### src/rtl/ring_osc_meter_ctrl.sv
// ring_osc_meter_ctrl
//
// Measures a gated ring oscillator against the system clock. On an accepted
// start the oscillator is enabled and allowed to settle. Two snapshots of the
// oscillator's edge count are then taken gate_cycles clk cycles apart. The
// oscillator is switched off and the difference between the snapshots is
// reported with a one-cycle done pulse.
//
// The oscillator-domain edge counter lives outside this block and delivers a
// Gray-coded count. Only one bit of a Gray count changes per step, so a
// multi-flop synchronizer always resolves to either the old or the new value.
// Both snapshots pass through the same synchronizer, so its latency cancels
// in the difference.
//
// Handshake: start is a level that is sampled only while the FSM is idle.
// Starts that arrive at any other time are dropped, not queued. abort cancels
// a measurement in the settle or gate phase. In that case there is no done
// pulse and result/err keep their previous values. done is a single-cycle
// strobe, and result/err are valid in that cycle and hold until the next done.
//
// Ports:
//   clk            system clock, rising edge
//   rst_n          asynchronous active-low reset
//   start          measurement request (sampled in IDLE only)
//   abort          cancel the measurement in progress
//   gate_cycles    window length in clk cycles, latched on accepted start
//   osc_count_gray Gray-coded oscillator edge count (asynchronous to clk)
//   osc_enable     oscillator enable
//   busy           measurement in progress
//   done           one-cycle completion pulse
//   result         edges counted in the window, modulo 2^CNT_W
//   err            set with done when the requested window was zero
module ring_osc_meter_ctrl #(
    parameter int CNT_W         = 16,
    parameter int GATE_W        = 24,
    parameter int SETTLE_CYCLES = 16,
    parameter int SYNC_STAGES   = 2
) (
    input  logic              clk,
    input  logic              rst_n,
    input  logic              start,
    input  logic              abort,
    input  logic [GATE_W-1:0] gate_cycles,
    input  logic [CNT_W-1:0]  osc_count_gray,
    output logic              osc_enable,
    output logic              busy,
    output logic              done,
    output logic [CNT_W-1:0]  result,
    output logic              err
);

    localparam int SET_W = (SETTLE_CYCLES > 1) ? $clog2(SETTLE_CYCLES) : 1;

    typedef enum logic [1:0] {
        ST_IDLE   = 2'd0,
        ST_SETTLE = 2'd1,
        ST_GATE   = 2'd2,
        ST_FINISH = 2'd3
    } state_t;

    state_t             state_q, state_d;
    logic [SET_W-1:0]   settle_cnt_q, settle_cnt_d;
    logic [GATE_W-1:0]  gate_len_q, gate_len_d;
    logic [GATE_W-1:0]  gate_cnt_q, gate_cnt_d;
    logic [CNT_W-1:0]   start_snap_q, start_snap_d;
    logic [CNT_W-1:0]   end_snap_q, end_snap_d;
    logic               err_next_q, err_next_d;
    logic               osc_enable_q, osc_enable_d;
    logic               busy_q, busy_d;
    logic               done_q, done_d;
    logic [CNT_W-1:0]   result_q, result_d;
    logic               err_q, err_d;

    // Synchronizer chain for the Gray count.
    logic [CNT_W-1:0]   sync_q [SYNC_STAGES];
    logic [CNT_W-1:0]   gray_sync;
    logic [CNT_W-1:0]   cnt_bin;

    always_ff @(posedge clk or negedge rst_n) begin
        if (!rst_n) begin
            for (int i = 0; i < SYNC_STAGES; i++) begin
                sync_q[i] <= '0;
            end
        end else begin
            sync_q[0] <= osc_count_gray;
            for (int i = 1; i < SYNC_STAGES; i++) begin
                sync_q[i] <= sync_q[i-1];
            end
        end
    end

    assign gray_sync = sync_q[SYNC_STAGES-1];

    // Gray to binary: each binary bit is the XOR of all Gray bits at or above it.
    always_comb begin
        cnt_bin = '0;
        for (int i = 0; i < CNT_W; i++) begin
            cnt_bin[i] = ^(gray_sync >> i);
        end
    end

    // State and datapath registers.
    always_ff @(posedge clk or negedge rst_n) begin
        if (!rst_n) begin
            state_q      <= ST_IDLE;
            settle_cnt_q <= '0;
            gate_len_q   <= '0;
            gate_cnt_q   <= '0;
            start_snap_q <= '0;
            end_snap_q   <= '0;
            err_next_q   <= 1'b0;
            osc_enable_q <= 1'b0;
            busy_q       <= 1'b0;
            done_q       <= 1'b0;
            result_q     <= '0;
            err_q        <= 1'b0;
        end else begin
            state_q      <= state_d;
            settle_cnt_q <= settle_cnt_d;
            gate_len_q   <= gate_len_d;
            gate_cnt_q   <= gate_cnt_d;
            start_snap_q <= start_snap_d;
            end_snap_q   <= end_snap_d;
            err_next_q   <= err_next_d;
            osc_enable_q <= osc_enable_d;
            busy_q       <= busy_d;
            done_q       <= done_d;
            result_q     <= result_d;
            err_q        <= err_d;
        end
    end

    // Next-state and output logic.
    always_comb begin
        state_d      = state_q;
        settle_cnt_d = settle_cnt_q;
        gate_len_d   = gate_len_q;
        gate_cnt_d   = gate_cnt_q;
        start_snap_d = start_snap_q;
        end_snap_d   = end_snap_q;
        err_next_d   = err_next_q;
        osc_enable_d = osc_enable_q;
        busy_d       = busy_q;
        done_d       = 1'b0;
        result_d     = result_q;
        err_d        = err_q;

        case (state_q)
            ST_IDLE: begin
                if (start) begin
                    gate_len_d = gate_cycles;
                    if (gate_cycles == '0) begin
                        // An empty window is reported as an error without
                        // waking the oscillator.
                        err_next_d = 1'b1;
                        state_d    = ST_FINISH;
                    end else begin
                        err_next_d   = 1'b0;
                        osc_enable_d = 1'b1;
                        busy_d       = 1'b1;
                        settle_cnt_d = SET_W'(SETTLE_CYCLES - 1);
                        state_d      = ST_SETTLE;
                    end
                end
            end

            ST_SETTLE: begin
                if (abort) begin
                    osc_enable_d = 1'b0;
                    busy_d       = 1'b0;
                    state_d      = ST_IDLE;
                end else if (settle_cnt_q == '0) begin
                    start_snap_d = cnt_bin;
                    gate_cnt_d   = gate_len_q - 1'b1;
                    state_d      = ST_GATE;
                end else begin
                    settle_cnt_d = settle_cnt_q - 1'b1;
                end
            end

            ST_GATE: begin
                // abort wins over a window that completes in the same cycle.
                if (abort) begin
                    osc_enable_d = 1'b0;
                    busy_d       = 1'b0;
                    state_d      = ST_IDLE;
                end else if (gate_cnt_q == '0) begin
                    end_snap_d = cnt_bin;
                    state_d    = ST_FINISH;
                end else begin
                    gate_cnt_d = gate_cnt_q - 1'b1;
                end
            end

            ST_FINISH: begin
                // The subtraction wraps, so a count that rolls over during
                // the window still yields the correct modulo difference.
                result_d     = err_next_q ? '0 : (end_snap_q - start_snap_q);
                err_d        = err_next_q;
                osc_enable_d = 1'b0;
                busy_d       = 1'b0;
                done_d       = 1'b1;
                state_d      = ST_IDLE;
            end

            default: begin
                state_d = ST_IDLE;
            end
        endcase
    end

    assign osc_enable = osc_enable_q;
    assign busy       = busy_q;
    assign done       = done_q;
    assign result     = result_q;
    assign err        = err_q;

endmodule

### config.mk
export PLATFORM = sky130hd
export DESIGN_NAME = ring_osc_meter_ctrl
export DESIGN_NICKNAME = d
export VERILOG_FILES = /design/src/rtl/ring_osc_meter_ctrl.sv
export SDC_FILE = /design/constraint.sdc
export NUM_CORES = 1
export LEC_CHECK = 0
export BUFFER_PORTS_ARGS = -buffer_cell sky130_fd_sc_hd__buf_2
export CORE_ASPECT_RATIO = 1.75
export CORE_MARGIN = 2
export CORE_UTILIZATION = 35
export DETAILED_ROUTE_END_ITERATION = 7
export HOLD_SLACK_MARGIN = 0.1
export MAX_ROUTING_LAYER = met4
export PLACE_DENSITY = 0.49
export SYNTH_ARGS = -nofsm -noshare
export SYNTH_HDL_FRONTEND = slang
export SYNTH_SLANG_ARGS = --single-unit
### constraint.sdc
create_clock -name clk -period 4.1 [get_ports clk]
set_input_delay 0.82 -clock clk [delete_from_list [all_inputs] [get_ports clk]]
set_output_delay 0.82 -clock clk [all_outputs]
set_load 0.05 [all_outputs]
# Word level (Yosys, flattened, before mapping)
# Index checks and enable logic that the tools add are counted.
dict set report classes {
  n_reduce_logical 30
  bitwise 1
  mux 24
  add_sub_neg 4
  eq_ne 13
}
# op count
set op_table {}
lappend op_table {{16-bit XOR reduction} 16}
lappend op_table {{24-bit two-way mux} 4}
lappend op_table {{24-bit zero test} 2}
lappend op_table {{24-bit case mux with 2 select lines} 1}
lappend op_table {{24-bit by 1-bit subtractor with 24-bit output, second input constant} 2}
lappend op_table {{16-bit two-way mux} 1}
lappend op_table {{4-bit two-way mux} 4}
lappend op_table {{16-bit subtractor} 1}
lappend op_table {{2-bit != test, second input constant} 7}
lappend op_table {{2-bit two-way mux} 6}
lappend op_table {{3-bit AND reduction} 4}
lappend op_table {{5-bit AND reduction} 2}
lappend op_table {{2-bit case mux with 4 select lines} 1}
lappend op_table {{4-bit case mux with 2 select lines} 1}
lappend op_table {{3-bit != test, second input constant} 2}
lappend op_table {{1-bit two-way mux} 5}
lappend op_table {{2-bit equality test, second input constant} 2}
lappend op_table {{4-bit zero test} 1}
lappend op_table {{2-bit nonzero test} 2}
lappend op_table {{4-bit by 1-bit subtractor with 4-bit output, second input constant} 1}
lappend op_table {{1-bit case mux with 3 select lines} 1}
lappend op_table {{2-bit by 1-bit equality test with 1-bit output, second input constant} 1}
lappend op_table {{2-bit zero test} 1}
lappend op_table {{2-bit by 1-bit != test with 1-bit output, second input constant} 1}
lappend op_table {{3 further kinds} 3}
dict set report word_totals {
  in_bits 44
  reg_bits 138
  output_inout_bits 20
}

# Depth between registers and ports, before layout
# Gate-level depths: netlist (run 1).
dict set report logic_depth {
  word_depth 4
  ltp_mapped 15
  ltp_nobuf 10
}

# Worst setup path after synthesis (run 1)
# No wires, ideal clock.
dict set report synth_path {
  kind {register -> register}
  startpoint {register state_q[0]}
  endpoint {register gate_cnt_q[14]}
  synth_period_minus_slack_ps 3715
  setup_slack_ps 385
  required_time_ps 4022
  arrival_time_ps 3637
  stages_incl_launch_ff 16
  path_cell_list {dfrtp_1 inv_1 ha_1 buf_2 buf_2 buf_2 clkbuf_1 clkbuf_1 mux2i_1 ha_1 o211ai_1 or3_1 a2111oi_4 xor2_1 o22ai_1 a21oi_1}
}
dict set report synth_between {
  elab_chain_len 3
  elab_cells_between_ends 9
  cone_classes {eq/ne: 6; mux: 1; reduce/logical: 2}
}
# element line
set synth_rtl {}
lappend synth_rtl {{start: declaration} 61} ;# state_t state_q, state_d;
lappend synth_rtl {{start signal: assignment} 118} ;# state_q <= state_d;
lappend synth_rtl {{2-bit equality test or 2-bit by 1-bit equality test with 1-bit output (tied branches)} 148} ;# case (state_q)
lappend synth_rtl {{2-bit != test (no line) or 2-bit nonzero test (tied branches)} -}
lappend synth_rtl {{5-bit AND reduction (no line)} -}
lappend synth_rtl {{end signal: assignment} 121} ;# gate_cnt_q <= gate_cnt_d;
lappend synth_rtl {{end: declaration} 64} ;# logic [GATE_W-1:0] gate_cnt_q, gate_cnt_d;
# Parallel ways exist; a longest one is shown, timed or not.
# A chain may end at the register's enable or synchronous reset.

# Worst setup path in the final report (run 1)
# Ends and elaborated chain as after synthesis.

==> summary.md, run 1 <==
| Metric | Value |
|---|---|
| Outcome | `completed` |
| Most frequent cell after synthesis | `dfrtp_1` |
| Post-synthesis simple-gate area fraction | `0.121` |
| # diodes | `0` |
| First-pass GRT wire length | `26800 µm` |
| CP max FO | `27` |
| Worst EP arrival | `around 3.4 ns` |
| PortBufs | `63` |
| Synth unique cells | `58` |
| Fin. max-slew vios | `0` |
| Post-CTS setup repair buffer count | `0` |
| Post-synthesis cell count | `650` |
| Final Skew | `0.00675 ns` |
| Area leader, netlist | `dfrtp_1` |
| CTS Root Cell | `clkbuf_16` |
| Synth area leaders | `dfrtp_1, mux2_2, ha_1` |
| Grt ovf | `0` |
| Clk network pwr share | `0.259` |
| Asr flop ratio synth | `1.00` |
| Largest net degree at the start of global routing | `91` |
| Pwr/cell area | `between 600 and 700 nW/µm²` |
| Logic gate share of total power | `0.363` |
| Worst-path clk slew | `~0.060 ns` |
| Peak supply drop | `around 0.00037 V` |
| Max transition margin | `0.320` |
| DRT antenna net count | `0` |
| Flops & latches, synth | `around 140` |
| Max Cap Violations | `0` |
| Core ar. | `roughly 19000 µm²` |
| DIE AREA | `20900 µm²` |
| Element type at the critical path end | `flip-flop` |
| Area Overhead vs Synth | `16.8%` |
| Synth Area per Inst | `10.6 µm²` |
| Compound-Gate Fraction of Synth Area | `0.158` |
| Tmin final | `a little over 3 ns` |
| CP required | `approximately 4.5 ns` |
| Area share of the largest cell type after synthesis | `0.501` |
| Switching share of total power | `0.394` |
| CTS tree | `built` |
| Period utilization | `0.751` |
| Setup TNS | `0 ns` |
| Synth Area in XOR/XNOR | `0.0772` |
| DRT Pass-1 Iters | `5` |
| Total Routing Usage GR | `0.175` |
| Setup violations, final | `0` |
| CTS resizes | `0` |
| Final-stage net count | `approximately 780` |
| Flop pwr share | `0.378` |
| Fmax | `325 MHz` |
| Final Hold Fails | `0` |
| Wire length per cell | `between 15 and 20 µm` |
| CTS buffer count | `17` |
| Rows | `67` |
| Antenna violations before repair | `0` |
| Largest family of logic cells by synthesized area | `compound AO/OA/AOI/OAI gates` |
| CTS H-tree depth | `4` |
| Clock Sinks | `about 140` |
| Synth Flop Type | `dfrtp_1` |
| DRT iter0 DRCs | `between 200 and 250` |
| Leak | `3.48 nW` |
| Pin slew with the least headroom to its limit | `a little over 1 ns` |
| Syn nets | `~700` |
| Vias in the first global route | `about 5400` |
| CP Class | `reg -> reg` |
| Starting Density | `0.359` |
| Clk_lat worst skew | `0.42 ns` |
| RSZ-0062 raised after global routing | `false` |
| Synth cell count leaders | `dfrtp_1, nand2_1, o21ai_0` |
| EDFF count, synth | `0` |
| Syn Std Cell Area | `slightly below 7000 µm²` |
| DR vias | `just over 5000` |
| Placed standard-cell area | `roughly 7500 µm²` |
| Hold Crit Class | `reg -> reg` |
| Mux contribution to synthesized area | `0.0698` |
| Die width | `about 110 µm` |
| Post-route cell area | `8040 µm²` |
| P_sw | `about 2.2 mW` |
| Die Ht | `about 190 µm` |
| RePlAce Congestion | `around 0.85` |
| HPWL after DPL | `12400 µm` |
| Max Root-Sink Buffers | `2` |
| Post-Synth Adder-Cell Area | `0.0429` |
| Layout cell share with drive strength beyond 1 | `0.207` |
| Int Pwr | `about 3.3 mW` |
| YS warnings | `0` |
| Critical Path Start Type | `flip-flop` |
| Via/cell ratio | `between 5 and 6` |
| Register area share after synthesis | `0.501` |
| Hold buffer count at cts | `0` |
| Num ports | `64` |
| Post-route DRC | `0` |
| Final WL | `between 15000 and 20000 µm` |
routing by layer:
metal,GRT usage,part of all wire,vias up
li1,-,-,2464
met1,0.164,0.35,2495
met2,0.316,0.56,129
met3,0.0322,0.035,51
met4,0.108,0.055,0
met5,-,0,-
power groups by stage:
stage               Clock (mW)  Sequential (mW)  Combinational (mW)
floorplan                    0             2.22                1.33
global placement             0             2.09                1.95
detailed placement           0             2.11                2.00
CTS                       1.47             2.08                2.01
global route              1.53             2.13                2.20
finish                    1.42             2.08                1.99
critical path: stages, from the launching register on:
cell and delay, ns:
dfrtp_1 0.41, inv_1 0.12, ha_2 0.32, buf_4 0.32
nor3b_1 0.28, o211ai_1 0.21, or3_1 0.54, a2111oi_4 0.38
xor2_1 0.17, o22ai_1 0.08, a21oi_1 0.16
cells in the final DEF (no fill, tap or decap), drive strengths merged, types with 8 or more instances in the layout:
cell	count
xnor2	19
o21ai	49
nor4	14
xor2	31
inv	28
mux2i	12
nor3	15
nor2	32
clkbuf	17
o22ai	16
buf	72
nor2b	10
a21oi	43
mux2	32
a21o	8
nand2	54
dfrtp	138
a22o	10
ha	22
nand3	18
cell families (layout without fill, tap and decap cells):
family                   Yosys count  in the layout
adder cells (fa/ha/maj)           23             23
multiplexers                      44             44
XOR/XNOR                          52             52
buffers and inverters             51            130
flip-flops                       138            138
AND/OR/NAND/NOR                  172            172
AO/OA/AOI/OAI                    170            170
worst paths after layout:
path,start,to,slack [ns],cells after the start
worst min register to register,sync_q[21],gray_sync[5],0.34,0
worst min-delay path,sync_q[21],gray_sync[5],0.34,0
max in group asynchronous,rst_n,sync_q[29],2.72,2
worst max register to register,state_q[0],gate_cnt_q[14],1.02,10
worst max-delay path,state_q[0],gate_cnt_q[14],1.02,10
min in group asynchronous,rst_n,end_snap_q[5],0.45,1
area by class of cell:
class,count,area [µm²]
multi-input combinational,461,3250
inverter,27,101
clock inverter,14,125
sequential,138,3450
timing repair buffer,72,389
fill,1883,11200
tap,241,302
clock buffer,17,425
sequential cells by signal, summed over array words and instances, names as in the netlist:
register,count
busy,1
done,1
state_q,2
gate_len_q,24
settle_cnt_q,4
end_snap_q,16
err_next_q,1
start_snap_q,16
sync_q,16
result,16
err,1
gray_sync,16
gate_cnt_q,24
per-stage QoR:
step / hold WS (ns) / setup WS (ns) / instances / power, mW / utilization
2_1_floorplan: 0.331 / 0.385 / 650 / 3.54 / -
3_3_place_gp: 0.332 / 1.12 / 939 / 4.05 / 0.390
3_5_place_dp: 0.335 / 1.02 / 939 / 4.11 / 0.390
4_1_cts: 0.346 / 1.01 / 970 / 5.56 / 0.419
5_1_grt: 0.351 / 0.798 / 970 / 5.86 / 0.419
6_report: 0.341 / 1.02 / 970 / 5.49 / 0.419
(Power assumes the default switching activity.)
==> run 2, diff against run 1 <==
- clock period: 4.1 -> 3 ns (I/O delays scaled with it)
==> run 2 against run 1 <==
Compared with the run above: flip-flop and latch count stayed put; die area did not move; cell count grew 1.2%; global-route usage hardly changed; clock power rose by 50%; design area rose by 2.4%; first-iteration DRC count is 0.50% lower; via count grew 0.62%; sequential power up 37%; utilization up 1.0 points; critical path type unchanged; highest routed layer unchanged.
==> summary.md, run 2 (synthesis gave the netlist of run 1 again) <==
| Metric | Value |
|---|---|
| Period utilization | `0.914` |
| Most common cell after layout, fill and taps aside | `dfrtp_1` |
| RSZ-0062 raised after global routing | `false` |
| Hold Crit Class | `in -> async` |
| Grt ovf | `0` |
| Setup TNS | `0 ns` |
| Final-stage net count | `between 700 and 800` |
| Final Core Density | `0.429` |
| Rows | `67` |
| HPWL after DPL | `~12000 µm` |
| Post-route DRC | `0` |
| Final Hold Fails | `0` |
| DR vias | `approximately 5200` |
| CTS buffer count | `17` |
| Clk_lat worst skew | `roughly 0.42 ns` |
| CTS tree | `built` |
| Die Ht | `roughly 190 µm` |
| RePlAce Congestion | `0.831` |
| Core ar. | `approximately 19000 µm²` |
| Fmax | `approximately 360 MHz` |
| Vias in the first global route | `5478` |
| CTS Root Cell | `clkbuf_16` |
| Post-CTS setup repair buffer count | `0` |
| CP required | `3.35 ns` |
| Setup violations, final | `0` |
| Top Registers | `gate_cnt_q: 24 flops, gate_len_q: 24 flops` |
| CP max stage cell | `or3_4` |
| Post-Place Cells | `950` |
| Total Routing Usage GR | `0.175` |
| Area of the multi-input gates | `roughly 3300 µm²` |
| Via/cell ratio | `around 5.3` |
| Antenna violations before repair | `0` |
| Element type at the critical path end | `flip-flop` |
| CTS H-tree depth | `4` |
| Area Overhead vs Synth | `19.6%` |
| Tmin final | `around 2.7 ns` |
| Layout cell share with drive strength beyond 1 | `0.224` |
| Fillers | `1826` |
| Final WL | `16500 µm` |
| DRT Pass-1 Iters | `5` |
| Fin. max-slew vios | `0` |
| Die width | `110 µm` |
| Peak supply drop | `roughly 0.00043 V` |
| Max Root-Sink Buffers | `2` |
| First-pass GRT wire length | `26800 µm` |
| DRT iter0 DRCs | `200` |
| Max Cap Violations | `0` |
| Worst-path clk slew | `~0.060 ns` |
| CP peak stage delay | `0.50 ns` |
| Leak | `about 3.6 nW` |
| Outcome | `completed` |
| DIE AREA | `around 21000 µm²` |
| Reg area | `~3500 µm²` |
| Final Skew | `between 0.008 and 0.009 ns` |
| # diodes | `0` |
| Pwr/cell area | `946 nW/µm²` |
| Most frequent cells in the layout | `dfrtp_1, buf_2, nand2_1, o21ai_0, a21oi_1` |
| Num ports | `64` |
| CP max FO | `29` |
| Post-route cell area | `between 8000 and 9000 µm²` |
| CP Class | `reg -> reg` |
| Minimum hold slack | `0.127 ns` |
| Critical Path Start Type | `flip-flop` |
| Largest net degree at the start of global routing | `between 50 and 60` |
| Fin cells | `982` |
| DRT antenna net count | `0` |
| Max transition margin | `0.576` |
| Placed standard-cell area | `7630 µm²` |
| Worst EP arrival | `3.09 ns` |
| Pin slew with the least headroom to its limit | `0.634 ns` |
| Wire length per cell | `~17 µm` |
| Starting Density | `0.359` |
| Cells along the critical path | `inv_2 > ha_2 > buf_12 > nor3b_1 > o211ai_1 > or3_4 > a2111oi_4 > xor2_1 > o22ai_1 > a21oi_1` |
| PortBufs | `63` |
| Clock Sinks | `between 100 and 150` |
[run 2: path summary, 6_finish.rpt]
check	slack, ns	cells after the start	end	from
max	0.26	10	gate_cnt_q[14]	state_q[0]
min	0.13	1	gray_sync[6]	rst_n
max in group asynchronous	2.05	2	result[15]	rst_n
min reg2reg	0.35	0	gray_sync[5]	sync_q[21]
min in group clk	0.28	1	sync_q[31]	osc_count_gray[15]
max reg2reg	0.26	10	gate_cnt_q[14]	state_q[0]
[run 2: final cells by class]
type                    count  share of cell area
clock inverters            14              0.0208
clock buffers              18              0.0521
repair buffers             83              0.0623
well taps                 241              0.0366
flip-flops and latches    138               0.419
inverters                  27              0.0123
multi-input cells         461               0.397
[run 2: power by group]
group	leakage [nW]	switching [mW]	total (mW)	internal (mW)
sequential	1.68	0.506	2.85	2.34
clock	0.287	0.821	2.13	1.31
combinational	1.62	1.66	2.82	1.15
total	3.58	2.99	7.79	4.80
[run 2: layer usage]
metal | global-route usage | up-vias | wire (µm) | part of all wire
met4 | 0.114 | 0 | 1010 | 0.061
li1 | - | 2495 | - | -
met1 | 0.162 | 2511 | 5900 | 0.36
met3 | 0.0370 | 60 | 562 | 0.034
met2 | 0.313 | 105 | 9050 | 0.55
met5 | - | - | 0 | 0
[run 2: per-stage QoR]
step                setup WS, ns  total power, mW
floorplan                0.00128             4.92
global placement           0.295             5.63
detailed placement         0.247             5.70
CTS                        0.217             7.88
global route              0.0134             8.32
finish                     0.258             7.79
[run 2: worst max-delay path: cells and delay by family, from the launching register on]
| family | cells | cell delay, ns |
|---|---|---|
| simple gates | 2 | 0.77 |
| xor+xnor | 1 | 0.19 |
| flops | 1 | 0.42 |
| fa+ha+maj | 1 | 0.29 |
| compound gates | 4 | 0.70 |
| buf+inv | 2 | 0.30 |
[run 2: what timing repair did]
action                     in CTS  in global routing
resized for setup               0                  1
setup endpoints to repair       0                  1
hold buffers                    0                  0
==> run 3, diff against run 2 <==
- SETUP_SLACK_MARGIN: unset -> 0.5
==> run 3 against run 2 <==
Compared with the run above: die area is the same; register-to-register slack gained 0.22 ns; highest routed layer unchanged; critical endpoint is now gate_cnt_q[10]; largest power group is now combinational cells; sequential power is essentially flat; routed wire length grew 2.7%; power grew 4.8%.
==> summary.md, run 3 (synthesis gave the netlist of run 1 again) <==
| Metric | Value |
|---|---|
| Outcome | `completed` |
| Final WL | `between 15000 and 20000 µm` |
| P_sw | `~3.2 mW` |
| Fin cells | `1003` |
| CP max FO | `8` |
| Worst-path clk slew | `0.06 ns` |
| Die Ht | `approximately 190 µm` |
| DRT iter0 DRCs | `287` |
| Fmax | `a little under 400 MHz` |
| Wire length per cell | `about 17 µm` |
| Rows | `67` |
| Post-Place Cells | `950` |
| Max transition margin | `0.517` |
| DIE AREA | `about 21000 µm²` |
| Final Core Density | `0.448` |
| Leak | `approximately 3.7 nW` |
| Peak supply drop | `approximately 0.00041 V` |
| Final worst slack | `approximately 0.48 ns` |
| Setup slack, reg-to-reg | `~0.48 ns` |
| Setup violations, final | `0` |
| Fillers | `~1800` |
| CTS Root Cell | `clkbuf_16` |
| Clock Sinks | `138` |
| RR Endpoint | `gate_cnt_q[10]` |
| Via/cell ratio | `roughly 5.2` |
| Layout cell share with drive strength beyond 1 | `0.283` |
| Hold Crit Class | `in -> async` |
| CTS tree | `built` |
| Clk_lat worst skew | `approximately 0.4 ns` |
| Flop pwr share | `0.352` |
| Top Registers | `gate_cnt_q: 24 flops, gate_len_q: 24 flops` |
| Final-stage net count | `around 800` |
| Post-route cell area | `8600 µm²` |
| Starting Density | `0.359` |
| Grt ovf | `0` |
| Total Routing Usage GR | `0.177` |
| Setup TNS | `0 ns` |
| Placed standard-cell area | `approximately 7600 µm²` |
| Area Overhead vs Synth | `24.9%` |
| Place WS | `~0.27 ns` |
| Switching share of total power | `0.386` |
| Element type at the critical path end | `flip-flop` |
| Fin. max-slew vios | `0` |
| Tmin final | `2.52 ns` |
| Clk network pwr share | `0.261` |
| First-pass GRT wire length | `around 27000 µm` |
| # diodes | `0` |
| Post-route DRC | `0` |
| Minimum hold slack | `0.139 ns` |
| Final Hold Fails | `0` |
| Critical Path Start Type | `flip-flop` |
| Reg area | `approximately 3500 µm²` |
| Most frequent cells in the layout | `dfrtp_1, buf_2, nand2_1, o21ai_0, a21oi_1` |
| Antenna violations before repair | `0` |
| Area of the multi-input gates | `roughly 3500 µm²` |
| PortBufs | `63` |
| FF-to-FF path depth | `9` |
| Num ports | `64` |
| Pin slew with the least headroom to its limit | `roughly 0.7 ns` |
| CTS H-tree depth | `4` |
| Largest net degree at the start of global routing | `51` |
| Max Root-Sink Buffers | `2` |
| RePlAce Congestion | `about 0.85` |
| DR vias | `between 5000 and 6000` |
| RSZ-0062 raised after global routing | `true` |
| CTS buffer count | `17` |
| Int Pwr | `5.01 mW` |
| FF-to-FF Start | `state_q[0]` |
| Max Cap Violations | `0` |
| Final Skew | `0.00898 ns` |
| CP Class | `reg -> reg` |
| HPWL after DPL | `12400 µm` |
| Vias in the first global route | `around 5400` |
| DRT antenna net count | `0` |
| Period utilization | `0.839` |
| Worst EP arrival | `2.82 ns` |
| DRT Pass-1 Iters | `4` |
| CP required | `between 3 and 4 ns` |
| Logic gate share of total power | `0.387` |
| Pwr/cell area | `950 nW/µm²` |
| Overall Power | `8.17 mW` |
| Core ar. | `roughly 19000 µm²` |
| Die width | `110 µm` |
| Most common cell after layout, fill and taps aside | `dfrtp_1` |
run 3: cell types whose count changed in the layout (fill, tap and decap cells not counted), sizes merged:
cell / before / now
buf: 83 / 105
clkbuf: 18 / 17
clkinv: 7 / 8
clkinvlp: 3 / 2
run 3: how the worst max path moves through the flow:
stage / slack, ns / endpoint / startpoint / cells after the start
floorplan: 0.07 / gate_cnt_q[14] / state_q[0] / 15
global placement: 0.27 / settle_cnt_q[2] / gate_cycles[1] / 8
detailed placement: 0.27 / settle_cnt_q[2] / gate_cycles[1] / 8
CTS: 0.47 / gate_cnt_q[14] / state_q[0] / 10
global route: 0.36 / gate_cnt_q[14] / state_q[0] / 10
finish: 0.48 / gate_cnt_q[10] / state_q[0] / 9
run 3: power groups by stage:
stage | sequential [mW] | combinational, mW | clock [mW]
global route | 2.95 | 3.47 | 2.28
finish | 2.88 | 3.16 | 2.13
detailed placement | 2.88 | 2.78 | 0
CTS | 2.85 | 2.92 | 2.19
global placement | 2.85 | 2.72 | 0
floorplan | 3.04 | 1.89 | 0
run 3: layout make-up:
| class | count | area share |
|---|---|---|
| Sequential cell | 138 | 0.402 |
| Clock buffer | 17 | 0.0495 |
| Tap cell | 241 | 0.0351 |
| Inverter | 27 | 0.0118 |
| Clock inverter | 14 | 0.0201 |
| Multi-Input combinational cell | 461 | 0.403 |
| Timing Repair Buffer | 105 | 0.0787 |
run 3: critical path, stage by stage (launching register included):
cell and delay [ns]:
dfrtp_1 0.39, inv_2 0.08, ha_4 0.20, mux2i_2 0.26, ha_2 0.22, o211ai_1 0.16, or2_2 0.40, a2111oi_4 0.31
o21ai_0 0.15, a22o_1 0.24
run 3: layer usage:
metal  GRT usage  vias to the layer above  routed length [µm]
li1            -                     2531                   -
met1       0.174                     2519                6160
met2       0.324                       93                9780
met3      0.0291                       40                 391
met4      0.0901                        0                 626
met5           -                        -                   0
run 3: what timing repair did:
action,in CTS,in global routing
setup endpoints to repair,30,40
setup buffers,12,10
hold buffers,0,0
pin swaps,6,11
gates resized for setup,9,36
